==> config.mk <==
export PLATFORM = sky130hd
export DESIGN_NAME = vh_expr_eval_seq
export DESIGN_NICKNAME = d
export VERILOG_FILES = /design/src/rtl/vh_expr_pkg.sv /design/src/rtl/vh_iter_engine.sv /design/src/rtl/vh_expr_eval_seq.sv
export SDC_FILE = /design/constraint.sdc
export NUM_CORES = 1
export LEC_CHECK = 0
export ABC_AREA = 1
export CORE_MARGIN = 10
export CORE_UTILIZATION = 60
export DETAILED_ROUTE_END_ITERATION = 10
export HOLD_SLACK_MARGIN = 0.06
export PLACE_DENSITY = 0.8
export SYNTH_ARGS = -nofsm -noshare
export SYNTH_HDL_FRONTEND = slang
export SYNTH_SLANG_ARGS = --single-unit
export TNS_END_PERCENT = 10
==> constraint.sdc <==
create_clock -name clk_i -period 17.64 [get_ports clk_i]
set_input_delay 1.764 -clock clk_i [delete_from_list [all_inputs] [get_ports clk_i]]
set_output_delay 1.764 -clock clk_i [all_outputs]
set_load 0.03 [all_outputs]
==> src/rtl/vh_expr_pkg.sv <==
// Shared types and helpers for the Verilog expression evaluator.
package vh_expr_pkg;

  typedef enum logic [3:0] {
    OpAdd  = 4'd0,
    OpSub  = 4'd1,
    OpMul  = 4'd2,
    OpDiv  = 4'd3,
    OpMod  = 4'd4,
    OpPow  = 4'd5,
    OpShl  = 4'd6,
    OpShr  = 4'd7,
    OpSshr = 4'd8,
    OpAnd  = 4'd9,
    OpOr   = 4'd10,
    OpXor  = 4'd11,
    OpXnor = 4'd12,
    OpLt   = 4'd13,
    OpEq   = 4'd14
  } op_t;

  typedef enum logic [1:0] {
    StIdle,
    StCalc,
    StDone
  } state_t;

  function automatic int unsigned max3(input int unsigned x, input int unsigned y,
                                       input int unsigned z);
    int unsigned m;
    m = (x > y) ? x : y;
    return (m > z) ? m : z;
  endfunction

endpackage

==> src/rtl/vh_iter_engine.sv <==
// Shared iterative datapath: restoring divider on magnitudes (W steps) or
// MSB-first square-and-multiply modulo 2^W (EW steps). Results valid while done_o is high.
module vh_iter_engine #(
  parameter int unsigned W  = 8,
  parameter int unsigned EW = 4
) (
  input  logic          clk_i,
  input  logic          rst_i,
  input  logic          start_i,
  input  logic          pow_i,
  input  logic [W-1:0]  opa_i,
  input  logic [W-1:0]  opb_i,
  input  logic [EW-1:0] exp_i,
  output logic          done_o,
  output logic [W-1:0]  quot_o,
  output logic [W-1:0]  rem_o,
  output logic [W-1:0]  pow_o
);

  localparam int unsigned CntW = $clog2(W + 1);

  logic            busy_q, pow_q;
  logic [CntW-1:0] cnt_q;
  logic [W-1:0]    x_q, r_q, d_q;
  logic [EW-1:0]   e_q;
  logic [W-1:0]    x_d, r_d, sq;
  logic [W:0]      r_sh, r_sub;

  always_comb begin
    r_sh  = {r_q, x_q[W-1]};
    r_sub = r_sh - {1'b0, d_q};
    sq    = x_q * x_q;
    if (pow_q) begin
      x_d = e_q[EW-1] ? sq * d_q : sq;
      r_d = r_q;
    end else if (!r_sub[W]) begin
      // No borrow: shifted remainder covers the divisor.
      x_d = {x_q[W-2:0], 1'b1};
      r_d = r_sub[W-1:0];
    end else begin
      x_d = {x_q[W-2:0], 1'b0};
      r_d = r_sh[W-1:0];
    end
  end

  assign done_o = busy_q && (cnt_q == '0);
  assign quot_o = x_d;
  assign rem_o  = r_d;
  assign pow_o  = x_d;

  always_ff @(posedge clk_i or posedge rst_i) begin
    if (rst_i) begin
      busy_q <= 1'b0;
      pow_q  <= 1'b0;
      cnt_q  <= '0;
      x_q    <= '0;
      r_q    <= '0;
      d_q    <= '0;
      e_q    <= '0;
    end else if (start_i) begin
      busy_q <= 1'b1;
      pow_q  <= pow_i;
      cnt_q  <= pow_i ? CntW'(EW - 1) : CntW'(W - 1);
      x_q    <= pow_i ? W'(1) : opa_i;
      d_q    <= pow_i ? opa_i : opb_i;
      r_q    <= '0;
      e_q    <= exp_i;
    end else if (busy_q) begin
      x_q   <= x_d;
      r_q   <= r_d;
      e_q   <= e_q << 1;
      cnt_q <= cnt_q - 1'b1;
      if (cnt_q == '0) busy_q <= 1'b0;
    end
  end

endmodule

==> src/rtl/vh_expr_eval_seq.sv <==
// Handshaked golden evaluator for Verilog binary operators under context-width and
// signedness rules; DIV/MOD/POW run on the shared iterative engine.
module vh_expr_eval_seq
  import vh_expr_pkg::*;
#(
  parameter int unsigned A_WIDTH  = 4,
  parameter int unsigned B_WIDTH  = 4,
  parameter int unsigned Y_WIDTH  = 8,
  parameter bit          A_SIGNED = 1'b0,
  parameter bit          B_SIGNED = 1'b0
) (
  input  logic               clk_i,
  input  logic               rst_i,
  input  logic               in_valid_i,
  output logic               in_ready_o,
  input  logic [3:0]         op_i,
  input  logic [A_WIDTH-1:0] a_i,
  input  logic [B_WIDTH-1:0] b_i,
  output logic               out_valid_o,
  input  logic               out_ready_i,
  output logic [Y_WIDTH-1:0] y_o,
  output logic               y_undef_o
);

  localparam int unsigned W  = max3(A_WIDTH, B_WIDTH, Y_WIDTH);
  localparam int unsigned CW = (A_WIDTH > B_WIDTH) ? A_WIDTH : B_WIDTH;
  localparam bit          Sgn = A_SIGNED && B_SIGNED;

  state_t             state_q;
  logic               in_ready_q, out_valid_q, undef_q;
  logic [Y_WIDTH-1:0] y_q;
  logic [3:0]         op_q;
  logic qneg_q, rneg_q, bz_q, pneg_q, az_q, aone_q, am1_q, bodd_q;

  logic [W-1:0]  a_w, b_w, a_sh, mag_a, mag_b, sc_r;
  logic [CW-1:0] a_c, b_c;
  logic          sa, sb, lt, sc_undef, iter_op, pow_op, eng_start;
  logic          eng_done;
  logic [W-1:0]  eng_quot, eng_rem, eng_pow, q_s, r_s;
  logic [Y_WIDTH-1:0] fix_y;
  logic               fix_undef;

  // Operand extension: arithmetic/bitwise/compare use joint signedness, shifts and POW use A_SIGNED.
  always_comb begin
    if (Sgn) begin
      a_w = W'($signed(a_i));
      b_w = W'($signed(b_i));
      a_c = CW'($signed(a_i));
      b_c = CW'($signed(b_i));
      lt  = $signed(a_c) < $signed(b_c);
    end else begin
      a_w = W'(a_i);
      b_w = W'(b_i);
      a_c = CW'(a_i);
      b_c = CW'(b_i);
      lt  = a_c < b_c;
    end
    if (A_SIGNED) a_sh = W'($signed(a_i));
    else          a_sh = W'(a_i);
    sa    = Sgn && a_i[A_WIDTH-1];
    sb    = Sgn && b_i[B_WIDTH-1];
    mag_a = sa ? -a_w : a_w;
    mag_b = sb ? -b_w : b_w;
  end

  always_comb begin
    sc_r     = '0;
    sc_undef = 1'b0;
    case (op_i)
      OpAdd:  sc_r = a_w + b_w;
      OpSub:  sc_r = a_w - b_w;
      OpMul:  sc_r = a_w * b_w;
      OpAnd:  sc_r = a_w & b_w;
      OpOr:   sc_r = a_w | b_w;
      OpXor:  sc_r = a_w ^ b_w;
      OpXnor: sc_r = ~(a_w ^ b_w);
      OpShl:  sc_r = a_sh << b_i;
      OpShr:  sc_r = a_sh >> b_i;
      OpSshr: begin
        if (A_SIGNED) sc_r = $signed(a_sh) >>> b_i;
        else          sc_r = a_sh >> b_i;
      end
      OpLt:   sc_r = W'(lt);
      OpEq:   sc_r = W'(a_c == b_c);
      OpDiv, OpMod, OpPow: sc_r = '0;
      default: sc_undef = 1'b1;
    endcase
  end

  assign pow_op    = (op_i == OpPow);
  assign iter_op   = (op_i == OpDiv) || (op_i == OpMod) || pow_op;
  assign eng_start = (state_q == StIdle) && in_valid_i && iter_op;

  vh_iter_engine #(
    .W  (W),
    .EW (B_WIDTH)
  ) u_engine (
    .clk_i   (clk_i),
    .rst_i   (rst_i),
    .start_i (eng_start),
    .pow_i   (pow_op),
    .opa_i   (pow_op ? a_sh : mag_a),
    .opb_i   (mag_b),
    .exp_i   (b_i),
    .done_o  (eng_done),
    .quot_o  (eng_quot),
    .rem_o   (eng_rem),
    .pow_o   (eng_pow)
  );

  // Sign fix-up and undef resolution applied on the engine's final step.
  always_comb begin
    fix_y     = '0;
    fix_undef = 1'b0;
    q_s       = qneg_q ? -eng_quot : eng_quot;
    r_s       = rneg_q ? -eng_rem : eng_rem;
    case (op_q)
      OpDiv: begin
        if (bz_q) fix_undef = 1'b1;
        else      fix_y = q_s[Y_WIDTH-1:0];
      end
      OpMod: begin
        if (bz_q) fix_undef = 1'b1;
        else      fix_y = r_s[Y_WIDTH-1:0];
      end
      OpPow: begin
        if (!pneg_q)    fix_y = eng_pow[Y_WIDTH-1:0];
        else if (az_q)  fix_undef = 1'b1;
        else if (aone_q) fix_y = Y_WIDTH'(1);
        else if (am1_q) fix_y = bodd_q ? '1 : Y_WIDTH'(1);
      end
      default: ;
    endcase
  end

  always_ff @(posedge clk_i or posedge rst_i) begin
    if (rst_i) begin
      state_q     <= StIdle;
      in_ready_q  <= 1'b1;
      out_valid_q <= 1'b0;
      y_q         <= '0;
      undef_q     <= 1'b0;
      op_q        <= '0;
      qneg_q      <= 1'b0;
      rneg_q      <= 1'b0;
      bz_q        <= 1'b0;
      pneg_q      <= 1'b0;
      az_q        <= 1'b0;
      aone_q      <= 1'b0;
      am1_q       <= 1'b0;
      bodd_q      <= 1'b0;
    end else begin
      unique case (state_q)
        StIdle: begin
          if (in_valid_i) begin
            op_q       <= op_i;
            qneg_q     <= sa ^ sb;
            rneg_q     <= sa;
            bz_q       <= (b_i == '0);
            pneg_q     <= B_SIGNED && b_i[B_WIDTH-1];
            az_q       <= (a_i == '0);
            aone_q     <= (a_i == A_WIDTH'(1));
            am1_q      <= A_SIGNED && (&a_i);
            bodd_q     <= b_i[0];
            in_ready_q <= 1'b0;
            if (iter_op) begin
              state_q <= StCalc;
            end else begin
              state_q     <= StDone;
              out_valid_q <= 1'b1;
              y_q         <= sc_undef ? '0 : sc_r[Y_WIDTH-1:0];
              undef_q     <= sc_undef;
            end
          end
        end
        StCalc: begin
          if (eng_done) begin
            state_q     <= StDone;
            out_valid_q <= 1'b1;
            y_q         <= fix_y;
            undef_q     <= fix_undef;
          end
        end
        StDone: begin
          if (out_ready_i) begin
            state_q     <= StIdle;
            in_ready_q  <= 1'b1;
            out_valid_q <= 1'b0;
          end
        end
        default: state_q <= StIdle;
      endcase
    end
  end

  assign in_ready_o  = in_ready_q;
  assign out_valid_o = out_valid_q;
  assign y_o         = y_q;
  assign y_undef_o   = undef_q;

endmodule

==> flow_summary.json <==
{
  "outcome": "completed",
  "synthMuxAreaShare": 0.00392,
  "p_leak_nw": 3.01,
  "core_um2": 8260,
  "fin_skew_ns": 0.0144,
  "setup_slack_ns": 11.22,
  "cts_buffers": 5,
  "highest_layer": "met4",
  "synth_cell_types": 45,
  "cts_resized": 0,
  "setup_viol": 0,
  "yosys-top-cells-count": "nand2_1, inv_1, nor2_1",
  "start_kind": "flop",
  "layout-drive-gt1-share": 0.0213,
  "synth_top_area_frac": 0.230,
  "crit_fanout": 11,
  "synth_seq_cells": 48,
  "area_growth_pct": 9.06,
  "wl_mm": 13.5,
  "netSwitchingFraction": 0.532,
  "ys.flop_type": "dfrtp_1",
  "synth_top_family_by_area": "simple AND/OR/NAND/NOR gates",
  "initial_core_util": 0.619,
  "finalSetupTns_ns": 0,
  "pre_cts_ws_ns": 11.24,
  "yosys.area_share.xor_xnor": 0.0260,
  "cts.path.max_buffers": 2,
  "routedWlPerCell_um": 15.8,
  "grt_pass1_vias": 4922,
  "path_common_cell": "nand2_1",
  "rows": 33,
  "multiInputGateArea_um2": 3270,
  "nFillCells": 734,
  "finalHoldViolations": 0,
  "max_freq_ghz": 0.156,
  "relSlewSlack": 0.343,
  "ir_drop_mv": 0.105,
  "ioPinCount": 27,
  "cts.sinks": 48,
  "nets": 841,
  "port_buffers": 26,
  "syn_area_um2": 5110,
  "comb_power_share": 0.713,
  "tightestPinTransition_ns": 0.984,
  "n_antenna_cell": 0,
  "synth_fa_ha_area_frac": 0.213,
  "synth-async-reset-ratio": 1.00,
  "die_height_um": 112,
  "vias": 4931,
  "cap_viol_max_count": 0,
  "cpMaxStageDelayCell": "dfrtp_1",
  "met2WireLength_mm": 6.71,
  "yosysTopAreaCell": "dfrtp_1",
  "grt_pass1_wl_mm": 23.0,
  "switchingPower_w": 0.000571,
  "h-tree-depth": 2,
  "clkSlewWorstSetupHoldPaths_ns": 0.10,
  "dieWidth_um": 112,
  "period_share": 0.364,
  "place_hpwl_mm": 10.9,
  "synth-compound-area-share": 0.165,
  "drc_errors": 0,
  "slowest_delay_ns": 0.55,
  "worstPathRequired_ns": 17.88,
  "drt-met1-wl_mm": 5.73,
  "grt_max_degree": 49,
  "critPathCaptureType": "flop",
  "rsz0062_at_grt": "no",
  "report.final.slew_viol_count": 0,
  "fin_crit_ns": 6.42,
  "yosys-top-cells-area": "dfrtp_1, ha_1, nand2_1",
  "yosysSeqAreaShare": 0.235,
  "routabilityCongestion": 0.934,
  "yosys.area_share.simple": 0.230,
  "clockPowerShare": 0.090,
  "min_path_type": "reg2reg",
  "pwr_density_cell_nw_per_um2": 192,
  "overflow": 0,
  "critPathKind": "reg2reg",
  "crit_arrival_ns": 6.66,
  "gr-usage-all-layers": 0.215,
  "die_area_um2": 12600,
  "post_cts_buffers": 0,
  "met3_wirelength_um": 702,
  "register_area_um2": 1200,
  "syn_avg_cell_area_um2": 6.98,
  "ys.warnings.count": 0,
  "drtIter0Drc": 371,
  "synth-edff-count": 0,
  "pwr-share-seq": 0.198,
  "clock_latency_ns": 0.31,
  "synth_nets": 823,
  "cts_tree": "yes",
  "p_int_w": 0.000502,
  "synthCells": 732,
  "viasPerCell": 5.76,
  "cts_hold_buf": 0,
  "ant_nets": 0,
  "drtPass1Iterations": 5,
  "antenna_found_initial": 0,
  "synth.most_common_cell": "nand2_1",
  "cts_root_buffer": "clkbuf_8"
}
## layout by cell type, fill, tap and decap left out, types with 4 or more instances in the layout
master,count
nand2_1,162
inv_1,148
xor2_1,9
o21ai_0,47
o211ai_1,7
o22ai_1,20
dfrtp_1,47
nand3_1,38
nor2_1,62
a211oi_1,5
fa_1,20
o2111ai_1,4
clkdlybuf4s50_1,26
ha_1,55
a21oi_1,35
nand4_1,4
nor3_1,8
clkbuf_8,5
o221ai_1,9
## sequential cells by signal, indices dropped and copies added (netlist names)
name             cells
out_valid_o          1
u_engine.x_q         8
op_q                 4
u_engine.pow_q       1
u_engine.busy_q      1
y_o                  8
bz_q                 1
y_undef_o            1
u_engine.cnt_q       4
u_engine.e_q         4
state_q              2
in_ready_o           1
u_engine.r_q         8
u_engine.d_q         4
## area by class of cell
| cell class | count | area share |
|---|---|---|
| clock inverter | 3 | 0.0123 |
| timing repair buffer | 26 | 0.0467 |
| sequential | 48 | 0.216 |
| multi-input combinational | 517 | 0.587 |
| inverter | 152 | 0.102 |
| tap | 105 | 0.0236 |
| clock buffer | 5 | 0.0123 |
## kinds of logic (layout without fill, tap and decap cells)
kind of cell	after synthesis	in the layout
compound gates	140	140
mux	2	2
flops	48	48
simple gates	285	285
buf+inv	167	186
xor+xnor	13	13
fa+ha+maj	75	75
other cells	2	2
## power by group through the flow
stage	sequential (W)	clock, W	combinational [W]
2_1_floorplan	0.000221	0	0.000558
4_1_cts	0.000210	0.0000972	0.000764
6_report	0.000212	0.0000963	0.000765
5_1_grt	0.000219	0.000103	0.000872
3_3_place_gp	0.000210	0	0.000730
3_5_place_dp	0.000212	0	0.000759
## path summary, 6_finish.rpt
check                                            startpoint                      end  slack (ns)  cells after the start
worst min register to register       in_ready_o$_DFFE_PP1P_   in_ready_o$_DFFE_PP1P_        0.47                      2
worst max register to register  u_engine.x_q[0]$_DFFE_PP0P_       y_o[7]$_DFFE_PP0P_       11.22                     38
worst max-delay path            u_engine.x_q[0]$_DFFE_PP0P_       y_o[7]$_DFFE_PP0P_       11.22                     38
min in group asynchronous                             rst_i  out_valid_o$_DFFE_PP0P_        2.00                      2
max in group asynchronous                             rst_i      op_q[0]$_DFFE_PP0P_       15.02                      2
worst min-delay path                 in_ready_o$_DFFE_PP1P_   in_ready_o$_DFFE_PP1P_        0.47                      2
## through the flow
step | instance area [um2] | util | cells | hold slack [ns] | total power, W
floorplan | 5110 | - | 732 | 0.453 | 0.000779
global route | 5570 | 0.675 | 856 | 0.493 | 0.00119
global placement | 5440 | 0.658 | 848 | 0.458 | 0.000940
CTS | 5570 | 0.675 | 856 | 0.482 | 0.00107
detailed placement | 5440 | 0.658 | 848 | 0.468 | 0.000971
finish | 5570 | 0.675 | 856 | 0.474 | 0.00107
## critical path, delay by kind of cell, from the launching register on
kind	cells	cell delay, ns
xor gates and xnor gates	1	0.18
buffers and inverters	6	0.30
and+or+nand+nor	19	1.44
AOI/OAI and AO/OA	3	0.51
DFF	1	0.55
adders and majority gates	9	3.40
## layer usage
metal	global-route usage	up-vias
met2	0.379	168
met1	0.264	2320
met4	0.0660	0
li1	-	2409
met3	0.0293	34
met5	0	-
Power figures use the tool's default switching activity.
